**src/rtl/vga_pattern_src.sv**
```systemverilog
// VGA test-pattern pixel source: bars, checker, bouncing box and grey ramp, with a debounced mode key.
// Optional auto mode cycling is compiled in with VGA_PAT_AUTO_CYCLE_EN.
module vga_pattern_src #(
  parameter int DEBOUNCE_CYC = 500000,
  parameter int BOX_STEP     = 2,
  parameter int AUTO_FRAMES  = 120
) (
  input  logic        Clk25M,
  input  logic        Rst_n,
  input  logic [9:0]  hcount,
  input  logic [9:0]  vcount,
  input  logic        vga_blk,
  input  logic        key_n,
  output logic [23:0] data_out,
  output logic [1:0]  mode
);

  localparam int              DB_W   = $clog2(DEBOUNCE_CYC + 1);
  localparam logic [DB_W-1:0] DB_MAX = DB_W'(DEBOUNCE_CYC);
  localparam logic [DB_W-1:0] DB_PRE = DB_W'(DEBOUNCE_CYC - 1);
  localparam logic [10:0]     STEP   = 11'(BOX_STEP);

  logic            key_s1, key_s2;
  logic [DB_W-1:0] db_cnt;
  logic            press;
  logic            pend;
  logic            frame_tick;
  logic [9:0]      box_x, box_y;
  logic            dir_x, dir_y;
  logic            in_box;

  // Returns {dir, pos} after one frame of motion, pinning to the wall on a bounce.
  function automatic logic [10:0] next_axis(input logic [9:0] pos, input logic dir,
                                            input logic [9:0] lim);
    logic [10:0] p;
    p = {1'b0, pos};
    if (dir) begin
      if (p + STEP >= {1'b0, lim}) return {1'b0, lim};
      else                         return {1'b1, 10'(p + STEP)};
    end else begin
      if (p <= STEP) return {1'b1, 10'd0};
      else           return {1'b0, 10'(p - STEP)};
    end
  endfunction

  function automatic logic [23:0] bar_colour(input logic [9:0] h);
    if      (h < 10'd80)  return 24'hFFFFFF;
    else if (h < 10'd160) return 24'hFFFF00;
    else if (h < 10'd240) return 24'h00FFFF;
    else if (h < 10'd320) return 24'h00FF00;
    else if (h < 10'd400) return 24'hFF00FF;
    else if (h < 10'd480) return 24'hFF0000;
    else if (h < 10'd560) return 24'h0000FF;
    else                  return 24'h000000;
  endfunction

  // Key synchroniser and debounce; press fires once as the counter reaches DEBOUNCE_CYC.
  always_ff @(posedge Clk25M) begin
    if (!Rst_n) begin
      key_s1 <= 1'b1;
      key_s2 <= 1'b1;
      db_cnt <= '0;
      press  <= 1'b0;
    end else begin
      key_s1 <= key_n;
      key_s2 <= key_s1;
      press  <= !key_s2 && (db_cnt == DB_PRE);
      if (key_s2)                db_cnt <= '0;
      else if (db_cnt != DB_MAX) db_cnt <= db_cnt + 1'b1;
    end
  end

`ifdef VGA_PAT_AUTO_CYCLE_EN
  localparam int              FC_W   = $clog2(AUTO_FRAMES + 1);
  localparam logic [FC_W-1:0] F_LAST = FC_W'(AUTO_FRAMES - 1);
  logic [FC_W-1:0] fcnt;
`endif

  // Frame-rate state: everything below moves only on the tick after the last active pixel.
  always_ff @(posedge Clk25M) begin
    if (!Rst_n) begin
      frame_tick <= 1'b0;
      mode       <= 2'd0;
      pend       <= 1'b0;
      box_x      <= '0;
      box_y      <= '0;
      dir_x      <= 1'b1;
      dir_y      <= 1'b1;
`ifdef VGA_PAT_AUTO_CYCLE_EN
      fcnt       <= '0;
`endif
    end else begin
      frame_tick <= vga_blk && (hcount == 10'd639) && (vcount == 10'd479);
      if (frame_tick) begin
        {dir_x, box_x} <= next_axis(box_x, dir_x, 10'd576);
        {dir_y, box_y} <= next_axis(box_y, dir_y, 10'd416);
      end
`ifdef VGA_PAT_AUTO_CYCLE_EN
      if (frame_tick) begin
        pend <= 1'b0;
        if (pend || press || fcnt == F_LAST) begin
          mode <= mode + 2'd1;
          fcnt <= '0;
        end else begin
          fcnt <= fcnt + 1'b1;
        end
      end else if (press) begin
        pend <= 1'b1;
      end
`else
      if (frame_tick && (pend || press)) begin
        mode <= mode + 2'd1;
        pend <= 1'b0;
      end else if (press) begin
        pend <= 1'b1;
      end
`endif
    end
  end

  // Zero-latency pixel function
  always_comb begin
    data_out = 24'h000000;
    in_box   = ({1'b0, hcount} >= {1'b0, box_x}) && ({1'b0, hcount} < {1'b0, box_x} + 11'd64) &&
               ({1'b0, vcount} >= {1'b0, box_y}) && ({1'b0, vcount} < {1'b0, box_y} + 11'd64);
    if (vga_blk) begin
      case (mode)
        2'd0:    data_out = bar_colour(hcount);
        2'd1:    data_out = (hcount[5] ^ vcount[5]) ? 24'hFFFFFF : 24'h000000;
        2'd2:    data_out = in_box ? 24'hFF0000 : 24'h000020;
        default: data_out = {hcount[9:2], hcount[9:2], hcount[9:2]};
      endcase
    end
  end

endmodule

```
**config.mk**
```make
export PLATFORM = sky130hd
export DESIGN_NAME = vga_pattern_src
export DESIGN_NICKNAME = d
export VERILOG_FILES = /design/src/rtl/vga_pattern_src.sv
export SDC_FILE = /design/constraint.sdc
export NUM_CORES = 1
export LEC_CHECK = 0
export ABC_AREA = 0
export CAP_MARGIN = 20
export CORE_ASPECT_RATIO = 0.75
export CORE_MARGIN = 5
export CORE_UTILIZATION = 41
export DETAILED_ROUTE_END_ITERATION = 8
export PLACE_DENSITY = 0.72
export SETUP_SLACK_MARGIN = 0.4
export SLEW_MARGIN = 15
export SYNTH_ARGS = -nofsm -noshare
export SYNTH_HDL_FRONTEND = slang
export SYNTH_SLANG_ARGS = --single-unit
```
**constraint.sdc**
```tcl
create_clock -name Clk25M -period 4.8 [get_ports Clk25M]
set_input_delay 0.96 -clock Clk25M [delete_from_list [all_inputs] [get_ports Clk25M]]
set_output_delay 0.96 -clock Clk25M [all_outputs]
set_load 0.03 [all_outputs]
```
==> results of run 1 <==
==> kinds of logic after synthesis <==
group	synth area share
AOI/OAI and AO/OA	0.203
and+or+nand+nor	0.288
adders and majority gates	0.133
xor gates and xnor gates	0.0754
DFF	0.233
buffers and inverters	0.0545
muxes	0.0127
==> cells in the mapped netlist, types with 5 or more instances <==
| library cell | number |
|---|---|
| xnor2_1 | 22 |
| mux2i_1 | 5 |
| a21o_1 | 6 |
| a31oi_1 | 8 |
| nor2_1 | 75 |
| xor2_1 | 12 |
| and2_1 | 6 |
| inv_1 | 28 |
| ha_1 | 42 |
| dfxtp_1 | 46 |
| nand3_1 | 31 |
| a21oi_1 | 29 |
| clkbuf_1 | 10 |
| nand2_1 | 46 |
| nand4_1 | 16 |
| o21ai_0 | 37 |
| and3_1 | 6 |
| buf_2 | 10 |
| nand4b_1 | 5 |
| nor3_1 | 15 |
==> state kept, by name, summed over array words and instances (netlist names) <==
| name | flops |
|---|---|
| pend | 1 |
| mode | 2 |
| dir_x | 1 |
| key_s2 | 1 |
| frame_tick | 1 |
| key_s1 | 1 |
| db_cnt | 19 |
| box_y | 9 |
| dir_y | 1 |
| box_x | 9 |
| press | 1 |
==> where the power goes <==
group / internal, mW / leakage (nW) / switching (mW)
sequential: 0.383 / 0.371 / 0.000348
clock: 0.193 / 0.0708 / 0.152
combinational: 0.0569 / 1.35 / 0.0833
==> worst min-delay path by stage <==
stage | start | end | slack, ns | cells past startpoint
final | key_s1$_SDFF_PN1_ | key_s2$_SDFF_PN1_ | 0.41 | 1
after global placement | key_s1$_SDFF_PN1_ | key_s2$_SDFF_PN1_ | 0.39 | 1
after floorplan | key_s1$_SDFF_PN1_ | key_s2$_SDFF_PN1_ | 0.39 | 1
after CTS | key_s1$_SDFF_PN1_ | key_s2$_SDFF_PN1_ | 0.41 | 1
after global routing | key_s1$_SDFF_PN1_ | key_s2$_SDFF_PN1_ | 0.44 | 1
after detailed placement | key_s1$_SDFF_PN1_ | key_s2$_SDFF_PN1_ | 0.39 | 1
==> through the flow <==
stage | std cells | utilization | setup WS (ns) | cell area [um^2] | hold slack [ns]
2_1_floorplan | 532 | - | 1.18 | 3950 | 0.386
3_3_place_gp | 699 | 0.479 | 0.212 | 4570 | 0.394
3_5_place_dp | 699 | 0.479 | 0.0875 | 4570 | 0.394
4_1_cts | 707 | 0.493 | 0.478 | 4700 | 0.409
5_1_grt | 707 | 0.495 | 0.414 | 4720 | 0.440
6_report | 707 | 0.495 | 0.519 | 4720 | 0.408
==> timing repair <==
item / in CTS / in global routing
buffers inserted: 0 / 0
hold buffers: 0 / 0
resized for setup: 18 / 6
endpoints found under the setup margin: 24 / 17
==> area by class of cell <==
type / instances / area [um^2]
Multi-Input combinational cell: 432 / 2850
Fill cell: 937 / 4820
Clock inverter: 2 / 13.8
Sequential cell: 46 / 921
Clock buffer: 6 / 129
Tap cell: 132 / 165
Timing Repair Buffer: 57 / 527
Inverter: 32 / 120
==> metal layers <==
| metal | GRT usage | up-vias |
|---|---|---|
| met4 | 0.0571 | 0 |
| met2 | 0.304 | 173 |
| li1 | - | 2000 |
| met3 | 0.0347 | 24 |
| met5 | 0 | - |
| met1 | 0.279 | 1978 |
==> results.toml, run 1 <==
[status]
status = "complete, no violations"

[worst_setup_path]
criticalPathCategory = "in -> out"
crit_chain = "clkdlybuf4s50_1 -> ha_1 -> o211ai_1 -> a31oi_1 -> o2111ai_1 -> a32oi_2 -> a31oi_4 -> nor2_1 -> dlygate4sd2_1"
cp_slowest_cell = "clkdlybuf4s50_1"
cp_num_buf_inv = 2
startpoint_type = "input pin"
required_ns = 3.84
critPathArrivalTime_ns = 3.32
path_depth = 9
critical-path-top-delay-family = "compound AO/OA/AOI/OAI gates"
reg2reg_to = "box_y[5]$_SDFFE_PN0P_"
path_max_fanout = 8
crit_path_end = "data_out[21]"
cp-startpoint = "vcount[1]"
worstSetupEndpointType = "output pin"
rr_startpoint = "box_y[1]$_SDFFE_PN0P_"
r2r_slack_ns = 2.42
max_stage_delay_ns = 0.45
rr_worst_depth = 7

[route]
drtIter0Drc = 497
avgRoutedWirePerCell_um = 16.1
route.vias.total = 4175
routed_wl_mm = 11.4
met1_length_mm = 5.29
dr_wl_met3_um = 788
top_layer_used = "met4"
firstDrtPassIters = 6
final_antenna_net_count = 0
drc = 0
vias_per_cell = 5.91
wl_met2_mm = 5.15

[logic_synthesis]
synth_top_area_frac = 0.233
synth_top_flop_cell = "dfxtp_1"
syn_avg_cell_area_um2 = 7.42
syn_nets = 598
synth_cells = 532
synth_area_leaders = "dfxtp_1, ha_1, nor2_1"
yosysTopAreaCell = "dfxtp_1"
yosysSeqAreaShare = 0.233
synth_warnings = 0
async_flop_share = 0
synth_cell_type_count = 61
ys_ff_latch = 46
synth-edff-count = 0
syn_area_mm2 = 0.00395

[placed_design]
gp_congestion = 0.974
placement.io_buffers = 49
hpwlAfterDp_mm = 8.70

[grt]
grt_first_pass_wirelength_mm = 18.5
overflow = 0
grt_pass1_vias = 3699
grtUsageTotal = 0.197
antenna_found_initial = 0
grt_max_degree = 40

[cts]
numCtsBuffers = 5
cts_htree_levels = 2
cts_max_path_buffers = 2
cts.clk_slew.worst_paths_ns = 0.06
cts_tree = "done"
clk-insertion-delay-late_ns = 0.29
cts.sinks = 46
root_buffer = "clkbuf_16"

[final_layout]
area_delta_synth_final_pct = 19.7
n_antenna_cell = 0
final_common_cell = "nor2_1"
mostFrequentLayoutCells = "nor2_1, nand2_1, dfxtp_1, ha_1, o21ai_0"
drive_above_1_share = 0.0522
nNetsFinal = 640

[floorplan]
die_w_um = 123
start_util = 0.414
die_h_um = 95.0
core_area_mm2 = 0.00954
pin_count = 50
dieArea_mm2 = 0.0117
placementRows = 31

[hold_path]
worstHoldPathType = "reg -> reg"

[timing]
finalCritPeriodShare = 0.892
slew-limit-headroom = 0.528
min_period_ns = 4.28
fin_setup_tns_ns = 0
fin_skew_ns = 0.00717
slew_violations = 0
grt_setup_unrepaired = "false"
finalHoldViolCount = 0
setup_viol = 0
tightest_slew_ns = 0.708
max_clock_freq_mhz = 234

[power]
cellPowerDensity_mw_per_mm2 = 184
total_power_uw = 868
p_leak_nw = 1.79
peakVddDrop_uv = 135

[job]
maxCapViolations = 0
No activity file was read; power rests on OpenSTA's default activity.
==> inputs of run 2 (changes only) <==
--- a/config.mk
+++ b/config.mk
@@ -8,7 +8,6 @@
 export ABC_AREA = 0
 export CAP_MARGIN = 20
 export CORE_ASPECT_RATIO = 0.75
-export CORE_MARGIN = 5
 export CORE_UTILIZATION = 41
 export DETAILED_ROUTE_END_ITERATION = 8
 export PLACE_DENSITY = 0.72
==> run 2 against run 1 <==
Compared with the run above:
- wire length down 3.8%
- worst setup slack worse by 0.015 ns
- fmax down 0.36%
- critical endpoint is now data_out[16]
==> results.toml, run 2 (synthesis gave the netlist of run 1 again) <==
[status]
status = "complete, no violations"

[grt]
grt_max_degree = 40
overflow = 0
grtUsageTotal = 0.228
grt.met2_usage = 0.346
grtUsageMet3 = 0.0529
grt.busiest_layer = "met2"
use_met1 = 0.322
grt_first_pass_wirelength_mm = 18.4
antenna_found_initial = 0
grt_pass1_vias = 3848

[route]
firstDrtPassIters = 5
route.vias.total = 4109
routed_wl_mm = 10.9
avgRoutedWirePerCell_um = 15.6
final_antenna_net_count = 0
drtIter0Drc = 376
drc = 0
vias_per_cell = 5.84

[worst_setup_path]
critical-path-top-delay-family = "compound AO/OA/AOI/OAI gates"
max_stage_delay_ns = 0.45
cp-startpoint = "vcount[1]"
criticalPathCategory = "in -> out"
crit_chain = "clkdlybuf4s50_1 -> ha_1 -> o211ai_1 -> a31oi_1 -> o2111ai_1 -> a32oi_1 -> a31oi_4 -> nor2_1 -> dlygate4sd2_1"
startpoint_type = "input pin"
cp_num_buf_inv = 2
required_ns = 3.84
r2r_slack_ns = 2.41
rr_worst_depth = 7
worstSetupEndpointType = "output pin"
rr_startpoint = "box_y[1]$_SDFFE_PN0P_"
reg2reg_to = "box_y[5]$_SDFFE_PN0P_"
path_max_fanout = 8
cp_slowest_cell = "clkdlybuf4s50_1"
critPathArrivalTime_ns = 3.34

[floorplan]
placementRows = 30
pin_count = 50
die_h_um = 87.0
start_util = 0.429
die_w_um = 115
dieArea_mm2 = 0.0100
core_area_mm2 = 0.00920

[timing]
grt_setup_unrepaired = "true"
setup_viol = 0
finalHoldViolCount = 0
slew-limit-headroom = 0.504
slew_violations = 0
max_clock_freq_mhz = 233
fin_skew_ns = 0.00547
finalCritPeriodShare = 0.895
tightest_slew_ns = 0.744
fin_setup_tns_ns = 0
min_period_ns = 4.30
hold_ws_ns = 0.410

[power]
p_leak_nw = 1.82
peakVddDrop_uv = 162
total_power_uw = 919
cellPowerDensity_mw_per_mm2 = 194

[cts]
cts_setup_buffers = 0
cts.hold.buffers_added = 0
cts_max_path_buffers = 2
numCtsBuffers = 5
cts_htree_levels = 2
cts.sinks = 46
cts.clk_slew.worst_paths_ns = 0.06
cts_tree = "done"
clk-insertion-delay-late_ns = 0.29
root_buffer = "clkbuf_16"

[final_layout]
area_delta_synth_final_pct = 19.9
reg.largest.list = "db_cnt x19, box_x x9, box_y x9"
n_antenna_cell = 0
mostFrequentLayoutCells = "nor2_1, nand2_1, dfxtp_1, ha_1, o21ai_0"
largest_reg_flops = 19
final_area_mm2 = 0.00473
largest_register = "db_cnt"
finalNonFillerCells = 703
final_common_cell = "nor2_1"
nFillCells = 889
nNetsFinal = 640
drive_above_1_share = 0.0504
multi_input_area_mm2 = 0.00283
regArea_um2 = 921

[placed_design]
gp_congestion = 0.946
placed_area_mm2 = 0.00456
hpwlAfterDp_mm = 8.31
placement.io_buffers = 49
dp_cells = 695

[hold_path]
hp-start = "key_s1$_SDFF_PN1_"
holdPathEnd = "key_s2$_SDFF_PN1_"
hold_depth = 1
worstHoldPathType = "reg -> reg"

[job]
maxCapViolations = 0
[run 2: final cells by class]
type                       instances  area share
sequential                        46       0.195
multi-input combinational        432       0.598
clock buffer                       5      0.0264
tap                              128      0.0338
clock inverter                     3     0.00925
inverter                          32      0.0254
timing repair buffer              57       0.113
[run 2: metrics by stage]
| stage | util | setup WS [ns] |
|---|---|---|
| floorplan | - | 1.18 |
| CTS | 0.513 | 0.225 |
| detailed placement | 0.496 | 0.0855 |
| finish | 0.515 | 0.503 |
| global route | 0.515 | 0.384 |
| global placement | 0.496 | 0.179 |
[run 2: where the power goes]
part           internal [mW]  leakage (nW)  switching [mW]  total [mW]
Clock                  0.247        0.0842           0.151       0.398
Combinational         0.0561          1.36          0.0821       0.138
Sequential             0.383         0.371        0.000390       0.383
Total                  0.685          1.82           0.234       0.919
[run 2: worst max-delay path by stage]
stage | end | slack, ns | depth (start not counted)
6_report | data_out[16] | 0.50 | 9
5_1_grt | data_out[16] | 0.38 | 9
4_1_cts | data_out[20] | 0.22 | 9
3_5_place_dp | data_out[20] | 0.09 | 9
3_3_place_gp | data_out[18] | 0.18 | 9
2_1_floorplan | data_out[5] | 1.18 | 7
[run 2: routing by layer]
metal | part of all wire | up-vias
li1 | - | 2006
met1 | 0.47 | 1896
met2 | 0.44 | 184
met3 | 0.078 | 23
met4 | 0.012 | 0
met5 | 0 | -
[run 2: repair_timing]
| action | 4_1_cts | 5_1_grt |
|---|---|---|
| setup endpoints to repair | 16 | 24 |
| endpoints found under the hold margin | 0 | 0 |
| gates cloned | 0 | 0 |
| resized for setup | 16 | 6 |
==> inputs of run 3 (changes only) <==
--- a/config.mk
+++ b/config.mk
@@ -8,9 +8,10 @@
 export ABC_AREA = 0
 export CAP_MARGIN = 20
 export CORE_ASPECT_RATIO = 0.75
-export CORE_UTILIZATION = 41
+export CORE_UTILIZATION = 54
 export DETAILED_ROUTE_END_ITERATION = 8
-export PLACE_DENSITY = 0.72
+export GPL_TIMING_DRIVEN = 1
+export PLACE_DENSITY = 0.88
 export SETUP_SLACK_MARGIN = 0.4
 export SLEW_MARGIN = 15
 export SYNTH_ARGS = -nofsm -noshare
==> run 3 against run 2 <==
Compared with the run above:
- non-clock buffer count rose by 1
- cell count is 4.1% lower
- final area down 2.6%
- hold slack gained 0.0070 ns
- largest power group is now registers
==> results.toml, run 3 (synthesis gave the netlist of run 1 again) <==
[status]
status = "complete, no violations"

[timing]
slew_violations = 0
tightest_slew_ns = 0.737
grt_setup_unrepaired = "false"
finalCritPeriodShare = 0.905
max_clock_freq_mhz = 230
slew-limit-headroom = 0.509
fin_setup_tns_ns = 0
min_period_ns = 4.34
finalHoldViolCount = 0
fin_skew_ns = 0.00552
setup_viol = 0

[final_layout]
mostFrequentLayoutCells = "nor2_1, nand2_1, dfxtp_1, ha_1, o21ai_0"
area_delta_synth_final_pct = 16.8
n_antenna_cell = 0
nNetsFinal = 641
reg.largest.list = "db_cnt x19, box_x x9, box_y x9"
largest_reg_flops = 19
final_common_cell = "nor2_1"
utilization = 0.665
drive_above_1_share = 0.0573
largest_register = "db_cnt"

[grt]
grt_max_degree = 40
grtUsageTotal = 0.283
grt_first_pass_wirelength_mm = 17.4
overflow = 0
grt_pass1_vias = 3610
antenna_found_initial = 0

[placed_design]
gp_congestion = 0.977
placement.io_buffers = 49
hpwlAfterDp_mm = 8.16

[power]
p_switching_uw = 224
peakVddDrop_uv = 175
p_comb_frac = 0.182
clock_power_share = 0.318
p_sw_frac = 0.293
cellPowerDensity_mw_per_mm2 = 166
total_power_uw = 766
p_leak_nw = 1.75
p_int_uw = 542
seqPwrFrac = 0.500

[route]
drtIter0Drc = 302
drc = 0
avgRoutedWirePerCell_um = 16.0
final_antenna_net_count = 0
vias_per_cell = 6.04
route.vias.total = 4073
routed_wl_mm = 10.8
firstDrtPassIters = 5

[worst_setup_path]
required_ns = 3.84
criticalPathCategory = "in -> out"
cp-startpoint = "vcount[5]"
worstSetupEndpointType = "output pin"
rr_startpoint = "box_y[1]$_SDFFE_PN0P_"
startpoint_type = "input pin"
crit_path_end = "data_out[16]"
r2r_slack_ns = 2.35
critPathArrivalTime_ns = 3.38
path_max_fanout = 8
rr_worst_depth = 7
reg2reg_to = "box_y[5]$_SDFFE_PN0P_"

[hold_path]
worstHoldPathType = "reg -> reg"

[floorplan]
core_area_mm2 = 0.00693
placementRows = 26
start_util = 0.570
dieArea_mm2 = 0.00766
die_w_um = 101
pin_count = 50
die_h_um = 76.0

[cts]
cts_max_path_buffers = 2
cts_htree_levels = 2
cts.clk_slew.worst_paths_ns = 0.09
cts_tree = "done"
cts.hold.buffers_added = 0
numCtsBuffers = 5
root_buffer = "clkbuf_8"
cts.sinks = 46
clk-insertion-delay-late_ns = 0.30
cts_setup_buffers = 0

[job]
maxCapViolations = 0
-- run 3: cell types whose count changed in the layout (fill, tap and decap cells not counted), moves of 3 or more --
cell	change
clkbuf_16	-5
clkdlybuf4s15_1	+4
dlygate4sd2_1	-6
clkbuf_2	+3
clkbuf_8	+5
-- run 3: metal layers --
| layer | global-route usage | up-vias | wire length, um |
|---|---|---|---|
| li1 | - | 2002 | - |
| met1 | 0.425 | 1883 | 5070 |
| met3 | 0.0587 | 13 | 895 |
| met2 | 0.418 | 175 | 4750 |
| met5 | 0 | - | 0 |
| met4 | 0.0478 | 0 | 79 |
-- run 3: power groups by stage --
stage | Combinational (mW) | Clock, mW | Sequential (mW)
after floorplan | 0.0738 | 0 | 0.392
after global placement | 0.138 | 0 | 0.392
after detailed placement | 0.141 | 0 | 0.392
after CTS | 0.136 | 0.248 | 0.383
after global routing | 0.150 | 0.274 | 0.383
final | 0.139 | 0.244 | 0.383
-- run 3: final cells by class --
class	count	area [um^2]
clock buffer	5	68.8
clock inverter	3	21.3
fill	562	2320
inverter	32	120
multi-input combinational	432	2830
sequential	46	921
tap	98	123
timing repair buffer	58	531
-- run 3: worst min path at each step --
stage / startpoint / endpoint / slack (ns) / depth (start not counted)
floorplan: key_s1$_SDFF_PN1_ / key_s2$_SDFF_PN1_ / 0.39 / 1
global placement: key_s1$_SDFF_PN1_ / key_s2$_SDFF_PN1_ / 0.39 / 1
detailed placement: key_s1$_SDFF_PN1_ / key_s2$_SDFF_PN1_ / 0.40 / 1
CTS: key_s1$_SDFF_PN1_ / key_s2$_SDFF_PN1_ / 0.42 / 1
global route: key_s1$_SDFF_PN1_ / key_s2$_SDFF_PN1_ / 0.43 / 1
finish: key_s1$_SDFF_PN1_ / key_s2$_SDFF_PN1_ / 0.42 / 1
-- run 3: timing repair --
item                                    CTS  global route
gates cloned                              0             0
hold endpoints to repair                  0             0
endpoints found under the setup margin   16            10
pin swaps                                 0             0
gates resized for setup                  16            15
-- run 3: through the flow --
step	setup slack (ns)	instance area, um^2	std cells	hold WS, ns
detailed placement	0.134	4530	666	0.397
finish	0.457	4610	674	0.417
global route	0.396	4610	674	0.429
floorplan	1.18	3950	532	0.386
global placement	0.189	4530	666	0.387
CTS	0.405	4600	674	0.421
-- run 3: worst max-delay path, cell delays in order --
cell             delay [ns]
clkdlybuf4s50_1        0.48
ha_1                   0.35
o211ai_1               0.10
a31oi_1                0.21
o2111ai_2              0.20
a32oi_2                0.28
a31oi_1                0.12
buf_4                  0.18
nor2_1                 0.10
clkdlybuf4s15_1        0.39
